## src/rtl/aurora_hls_nfc_pkg.sv

```systemverilog
// Shared definitions for the Aurora native-flow-control path: NFC request
// codes, FSM state encoding and fifo_thresholds field offsets.
package aurora_hls_nfc_pkg;

  localparam logic [15:0] NFC_XON  = 16'h0000;
  localparam logic [15:0] NFC_XOFF = 16'h0001;

  localparam logic [1:0] ST_ON_ENC       = 2'd0;
  localparam logic [1:0] ST_SEND_XOFF_ENC = 2'd1;
  localparam logic [1:0] ST_OFF_ENC      = 2'd2;
  localparam logic [1:0] ST_SEND_XON_ENC = 2'd3;

  typedef enum logic [1:0] {
    ST_ON        = ST_ON_ENC,
    ST_SEND_XOFF = ST_SEND_XOFF_ENC,
    ST_OFF       = ST_OFF_ENC,
    ST_SEND_XON  = ST_SEND_XON_ENC
  } nfc_state_e;

  // Offsets are shared with the configuration block that packs this word.
  localparam int PROG_FULL_MSB  = 31;
  localparam int PROG_FULL_LSB  = 16;
  localparam int PROG_EMPTY_MSB = 15;
  localparam int PROG_EMPTY_LSB = 0;

  typedef struct packed {
    logic [15:0] prog_full;
    logic [15:0] prog_empty;
  } nfc_thr_t;

endpackage

```

## src/rtl/aurora_hls_sat_counter.sv

```systemverilog
// Saturating up-counter with enable; holds at all-ones instead of wrapping.
module aurora_hls_sat_counter #(
  parameter int DATA_W = 32
) (
  input  logic              clk,
  input  logic              rst,
  input  logic              en,
  output logic [DATA_W-1:0] count
);

  function automatic logic [DATA_W-1:0] sat_inc(input logic [DATA_W-1:0] v);
    return (&v) ? v : v + DATA_W'(1);
  endfunction

  always_ff @(posedge clk or posedge rst) begin
    if (rst) begin
      count <= '0;
    end else if (en) begin
      count <= sat_inc(count);
    end
  end

endmodule

```

## src/rtl/aurora_hls_nfc.sv

```systemverilog
// RX-side native flow control: issues XOFF/XON on the Aurora NFC port with
// hysteresis on FIFO occupancy. Define AURORA_HLS_NFC_STATUS_EN for counters.
module aurora_hls_nfc
  import aurora_hls_nfc_pkg::*;
#(
  parameter int CNT_WIDTH      = 32,
  parameter int REFRESH_CYCLES = 4096
) (
  input  logic                 user_clk,
  input  logic                 reset,
  input  logic [31:0]          fifo_thresholds,
  input  logic                 channel_up,
  input  logic [15:0]          rx_fifo_count,
  output logic                 nfc_tvalid,
  output logic [15:0]          nfc_tdata,
  input  logic                 nfc_tready,
  output logic                 xoff_active,
  output logic                 config_error,
  output logic [CNT_WIDTH-1:0] xoff_count,
  output logic [CNT_WIDTH-1:0] xoff_cycles
);

  localparam int TMR_W = (REFRESH_CYCLES > 0) ? $clog2(REFRESH_CYCLES + 1) : 1;
  localparam bit REFRESH_EN = (REFRESH_CYCLES != 0);
  localparam logic [TMR_W-1:0] TMR_LAST =
    TMR_W'((REFRESH_CYCLES > 0) ? REFRESH_CYCLES - 1 : 0);

  logic [15:0]      cnt_p0;
  nfc_thr_t         thr_p0;
  logic             cfg_err_p0;
  nfc_state_e       state_q, state_d;
  logic [TMR_W-1:0] tmr_q, tmr_d;
  logic             xoff_active_q, xoff_active_d;
  logic             hit_full, hit_empty, refresh_due;

  // Stage p0: register occupancy and thresholds; reset thresholds to a
  // value that cannot trigger XOFF before real thresholds are captured.
  always_ff @(posedge user_clk or posedge reset) begin
    if (reset) begin
      cnt_p0     <= '0;
      thr_p0     <= '{prog_full: 16'hFFFF, prog_empty: 16'h0000};
      cfg_err_p0 <= 1'b0;
    end else begin
      cnt_p0            <= rx_fifo_count;
      thr_p0.prog_full  <= fifo_thresholds[PROG_FULL_MSB:PROG_FULL_LSB];
      thr_p0.prog_empty <= fifo_thresholds[PROG_EMPTY_MSB:PROG_EMPTY_LSB];
      cfg_err_p0        <= fifo_thresholds[PROG_EMPTY_MSB:PROG_EMPTY_LSB] >=
                           fifo_thresholds[PROG_FULL_MSB:PROG_FULL_LSB];
    end
  end

  assign hit_full    = cnt_p0 >= thr_p0.prog_full;
  assign hit_empty   = cnt_p0 <= thr_p0.prog_empty;
  assign refresh_due = REFRESH_EN && (tmr_q == TMR_LAST);

  // Stage p1: request FSM, refresh timer and pause flag.
  always_ff @(posedge user_clk or posedge reset) begin
    if (reset) begin
      state_q       <= ST_ON;
      tmr_q         <= '0;
      xoff_active_q <= 1'b0;
    end else begin
      state_q       <= state_d;
      tmr_q         <= tmr_d;
      xoff_active_q <= xoff_active_d;
    end
  end

  always_comb begin
    state_d       = state_q;
    tmr_d         = '0;
    xoff_active_d = xoff_active_q;
    nfc_tvalid    = 1'b0;
    nfc_tdata     = NFC_XON;
    // Link down is the only case allowed to withdraw a pending request.
    if (!channel_up) begin
      state_d       = ST_ON;
      xoff_active_d = 1'b0;
    end else begin
      case (state_q)
        ST_ON: begin
          if (!cfg_err_p0 && hit_full) state_d = ST_SEND_XOFF;
        end
        ST_SEND_XOFF: begin
          if (nfc_tready) begin
            state_d       = ST_OFF;
            xoff_active_d = 1'b1;
          end
        end
        ST_OFF: begin
          if (hit_empty || cfg_err_p0) state_d = ST_SEND_XON;
          else if (refresh_due)        state_d = ST_SEND_XOFF;
          else                         tmr_d   = tmr_q + 1'b1;
        end
        ST_SEND_XON: begin
          if (nfc_tready) begin
            state_d       = ST_ON;
            xoff_active_d = 1'b0;
          end
        end
        default: state_d = ST_ON;
      endcase
    end
    if (state_q == ST_SEND_XOFF) begin
      nfc_tvalid = 1'b1;
      nfc_tdata  = NFC_XOFF;
    end else if (state_q == ST_SEND_XON) begin
      nfc_tvalid = 1'b1;
      nfc_tdata  = NFC_XON;
    end
  end

  assign xoff_active  = xoff_active_q;
  assign config_error = cfg_err_p0;

`ifdef AURORA_HLS_NFC_STATUS_EN
  logic xoff_acc;
  assign xoff_acc = (state_q == ST_SEND_XOFF) && nfc_tready && channel_up;

  aurora_hls_sat_counter #(.DATA_W(CNT_WIDTH)) u_xoff_count (
    .clk   (user_clk),
    .rst   (reset),
    .en    (xoff_acc),
    .count (xoff_count)
  );

  aurora_hls_sat_counter #(.DATA_W(CNT_WIDTH)) u_xoff_cycles (
    .clk   (user_clk),
    .rst   (reset),
    .en    (xoff_active_q),
    .count (xoff_cycles)
  );
`else
  assign xoff_count  = '0;
  assign xoff_cycles = '0;
`endif

endmodule

```

## config.mk

```make
export PLATFORM = sky130hd
export DESIGN_NAME = aurora_hls_nfc
export DESIGN_NICKNAME = d
export VERILOG_FILES = /design/src/rtl/aurora_hls_nfc_pkg.sv /design/src/rtl/aurora_hls_sat_counter.sv /design/src/rtl/aurora_hls_nfc.sv
export SDC_FILE = /design/constraint.sdc
export NUM_CORES = 1
export LEC_CHECK = 0
export CAP_MARGIN = 10
export CORE_UTILIZATION = 41
export DETAILED_ROUTE_END_ITERATION = 7
export PLACE_DENSITY = 0.73
export SLEW_MARGIN = 10
export SYNTH_ARGS = -nofsm -noshare
export SYNTH_HDL_FRONTEND = slang
export SYNTH_SLANG_ARGS = --single-unit
```

## constraint.sdc

```tcl
create_clock -name user_clk -period 1.85 [get_ports user_clk]
set_clock_uncertainty 0.1 [all_clocks]
set_input_delay 0.2775 -clock user_clk [delete_from_list [all_inputs] [get_ports user_clk]]
set_output_delay 0.2775 -clock user_clk [all_outputs]
set_load 0.01 [all_outputs]
```

==> flow_summary_export.csv <==
group,metric,value,unit
outcome,status,"complete, but fails checks",
outcome,violations,"design-rule violations, negative setup slack",
synth,ys_ff_latch,65,
synth,synthMuxAreaShare,0,
setup_path,end_kind,"flip-flop",
pwr,power_density,786,nW/um2
cts,clock_latency,0.34,ns
synth,synth_top_area_share,0.323,
pwr,vdd_drop_max,0.514,mV
sta,finalCritPeriodShare,1.14,
sta,whs,0.00262,ns
setup_path,path_max_fanout,7,
routing,viasPerCell,4.43,
sta,setup_viol,15,
placed_design,hpwl,5170,um
layout,nets,561,
grt,grt_pass1_vias,2492,
sta,drv_slew,0,
synth,synth.distinct_cells,38,
synth,synth.most_common_cell,"buf_4",
sta,fmax,474,MHz
setup_path,start_kind,"flip-flop",
synth,synth-main-ff-cell,"dfrtp_1",
layout,fin_cells,573,
layout,syn2layout_area_growth,27.0,%
hold_path,min_delay_worst_endpoint,"thr_p0[15]$_DFF_PP0_",
setup_path,rrSetupSlack,-0.26,ns
placed_design,dp.cells,546,
routing,routed_wl,6720,um
layout,diodes,0,
synth,syn-cell-area,3790,um2
job,drv_cap,0,
synth,synth_area_leaders,"dfrtp_1 32%, ha_1 16%, buf_4 16%",
pwr,p_total,3.79,mW
placed_design,place.gp.congestion,0.798,
grt,grt_pass1_wl,10800,um
placed_design,place_area,4370,um2
sta,fin_tns_setup,-2.96,ns
setup_path,cp.required,2.03,ns
hold_path,hold_class,"in2reg",
synth,synth_edf_count,0,
sta,period_needed,2.11,ns
layout,multiInputGateArea,1760,um2
synth,synth-simple-area-share,0.0940,
cts,cts-buffers-inserted,9,
synth,synth_compound_area_frac,0.0755,
die,dieArea,9640,um2
setup_path,path_class,"reg2reg",
routing,drc,13,
layout,fillers,753,
die,io_pins,135,
hold_path,min_delay_path_depth,1,
routing,drtIter0Drc,72,
sta,rsz0062_at_grt,"true",
synth,synth_seq_area_share,0.434,
layout,regArea,1650,um2
grt,grt_max_degree,66,
grt,grt_overflow,0,
die,die_x,98.2,um
sta,timing.final.ws_setup,-0.259,ns
synth,syn_area_per_cell,10.3,um2
synth,synth_warnings,0,
placed_design,port_buffers,55,
synth,synth_area_leader_cell,"dfrtp_1",
grt,antenna_found_initial,0,
cts,cts-root-buf,"clkbuf_8",
layout,drive_gt1_frac,0.168,
hold_path,hp-start,"fifo_thresholds[15]",
routing,wl_per_cell,11.7,um
cts,cts_tree,"built",
synth,yosys.area_share.xor_xnor,0.0254,
routing,vias,2536,
placed_design,dp_slack,-0.505,ns
grt,track_usage,0.146,
setup_path,timing.rr.end,"state_q[0]$_DFFE_PP0P_",
synth,synth_top_family_by_area,"buffers and inverters",
synth,synthTopCellsByCount,"79 x buf_4, 49 x dfrtp_1, 49 x ha_1, 49 x inv_1, 20 x nor2_1",
layout,fin_area,4820,um2
synth,yosys.area_share.adder,0.162,
routing,dr.pass1.iters,8,
cts,htreeDepth,3,
cts,clk_pin_slew,0.07,ns
setup_path,worstSetupStartpoint,"cnt_p0[13]$_DFF_PP0_",
pwr,p_leak,2.47,nW
synth,async_flop_share,1.00,
setup_path,r2r-start,"cnt_p0[13]$_DFF_PP0_",
die,num_rows,34,
die,die_h,98.2,um
routing,postRouteAntennaNets,0,
die,initial_core_util,0.429,
cts,cts.sinks,65,
synth,synthCells,367,
sta,hold_viol,0,
layout,final_util,0.545,
cts,clockBufferDepth,2,
die,core_area,8850,um2
setup_path,reg2regPathDepth,7,
setup_path,cp.arrival,2.29,ns
-- worst max-delay path by stage --
stage | endpoint | depth (start not counted)
after global placement | config_error$_DFF_PP0_ | 7
after floorplan | tmr_q[6]$_DFF_PP0_ | 8
after CTS | state_q[1]$_DFFE_PP0P_ | 7
after detailed placement | config_error$_DFF_PP0_ | 7
after global routing | state_q[0]$_DFFE_PP0P_ | 7
final | state_q[0]$_DFFE_PP0P_ | 7
-- cell usage in the layout, fill, tap and decap left out, types with 4 or more instances in the layout --
master	count
a21oi_2	4
inv_1	47
nor2_1	20
clkdlybuf4s50_1	46
nor2b_1	5
xor2_1	7
o21ai_0	4
clkbuf_8	11
buf_4	23
dlymetal6s2s_1	8
and3_1	5
bufinv_16	4
nand2_1	10
o21ai_1	4
nand4_1	7
xnor2_1	4
conb_1	79
nand3_1	11
a21oi_1	13
dfstp_2	16
dfrtp_1	49
ha_1	44
dlygate4sd3_1	5
-- cell type report --
type,instances,share of cell area
inverters,49,0.0389
multi-input cells,251,0.366
clock buffers,11,0.0314
well taps,108,0.0280
clock inverters,5,0.0260
flip-flops and latches,65,0.342
repair buffers,84,0.168
-- per-layer routing --
layer	wire length, um	vias to the layer above	share of wire	global-route usage
li1	-	1233	-	-
met1	2560	1195	0.38	0.153
met2	3710	96	0.55	0.277
met3	293	12	0.044	0.0265
met4	153	0	0.023	0.0769
met5	0	-	0	0
-- registers in the layout, summed over array words and instances, names as in the netlist --
| register | cells |
|---|---|
| cnt_p0 | 16 |
| config_error | 1 |
| state_q | 2 |
| thr_p0 | 32 |
| tmr_q | 13 |
| xoff_active | 1 |
-- power by group --
part           switching, mW  leakage, nW  internal (mW)
combinational          0.319         1.56          0.311
clock                  0.520        0.140           1.10
sequential            0.0374        0.776           1.50
total                  0.877         2.47           2.91
-- worst max-delay path: stages, from the launching register on --
cell and delay, ns:
dfrtp_1 0.41, ha_1 0.32, nand4_1 0.18, buf_4 0.15
a21oi_2 0.03, o41a_4 0.50, o211ai_4 0.14, a31o_2 0.20
-- cells by family after synthesis --
kind of cell / count (synthesis)
buffers and inverters: 130
and+or+nand+nor: 70
DFF: 65
adders and majority gates: 49
AOI/OAI and AO/OA: 41
xor gates and xnor gates: 11
other: 1
-- repair_timing --
item                       in CTS  in global routing
setup endpoints to repair      17                 17
gates cloned                    1                  0
hold endpoints to repair        0                  5
hold buffers                    0                  5
buffers inserted                3                  2
resized for setup               4                 19
pin swaps                      10                 14
Power figures use the tool's default switching activity.
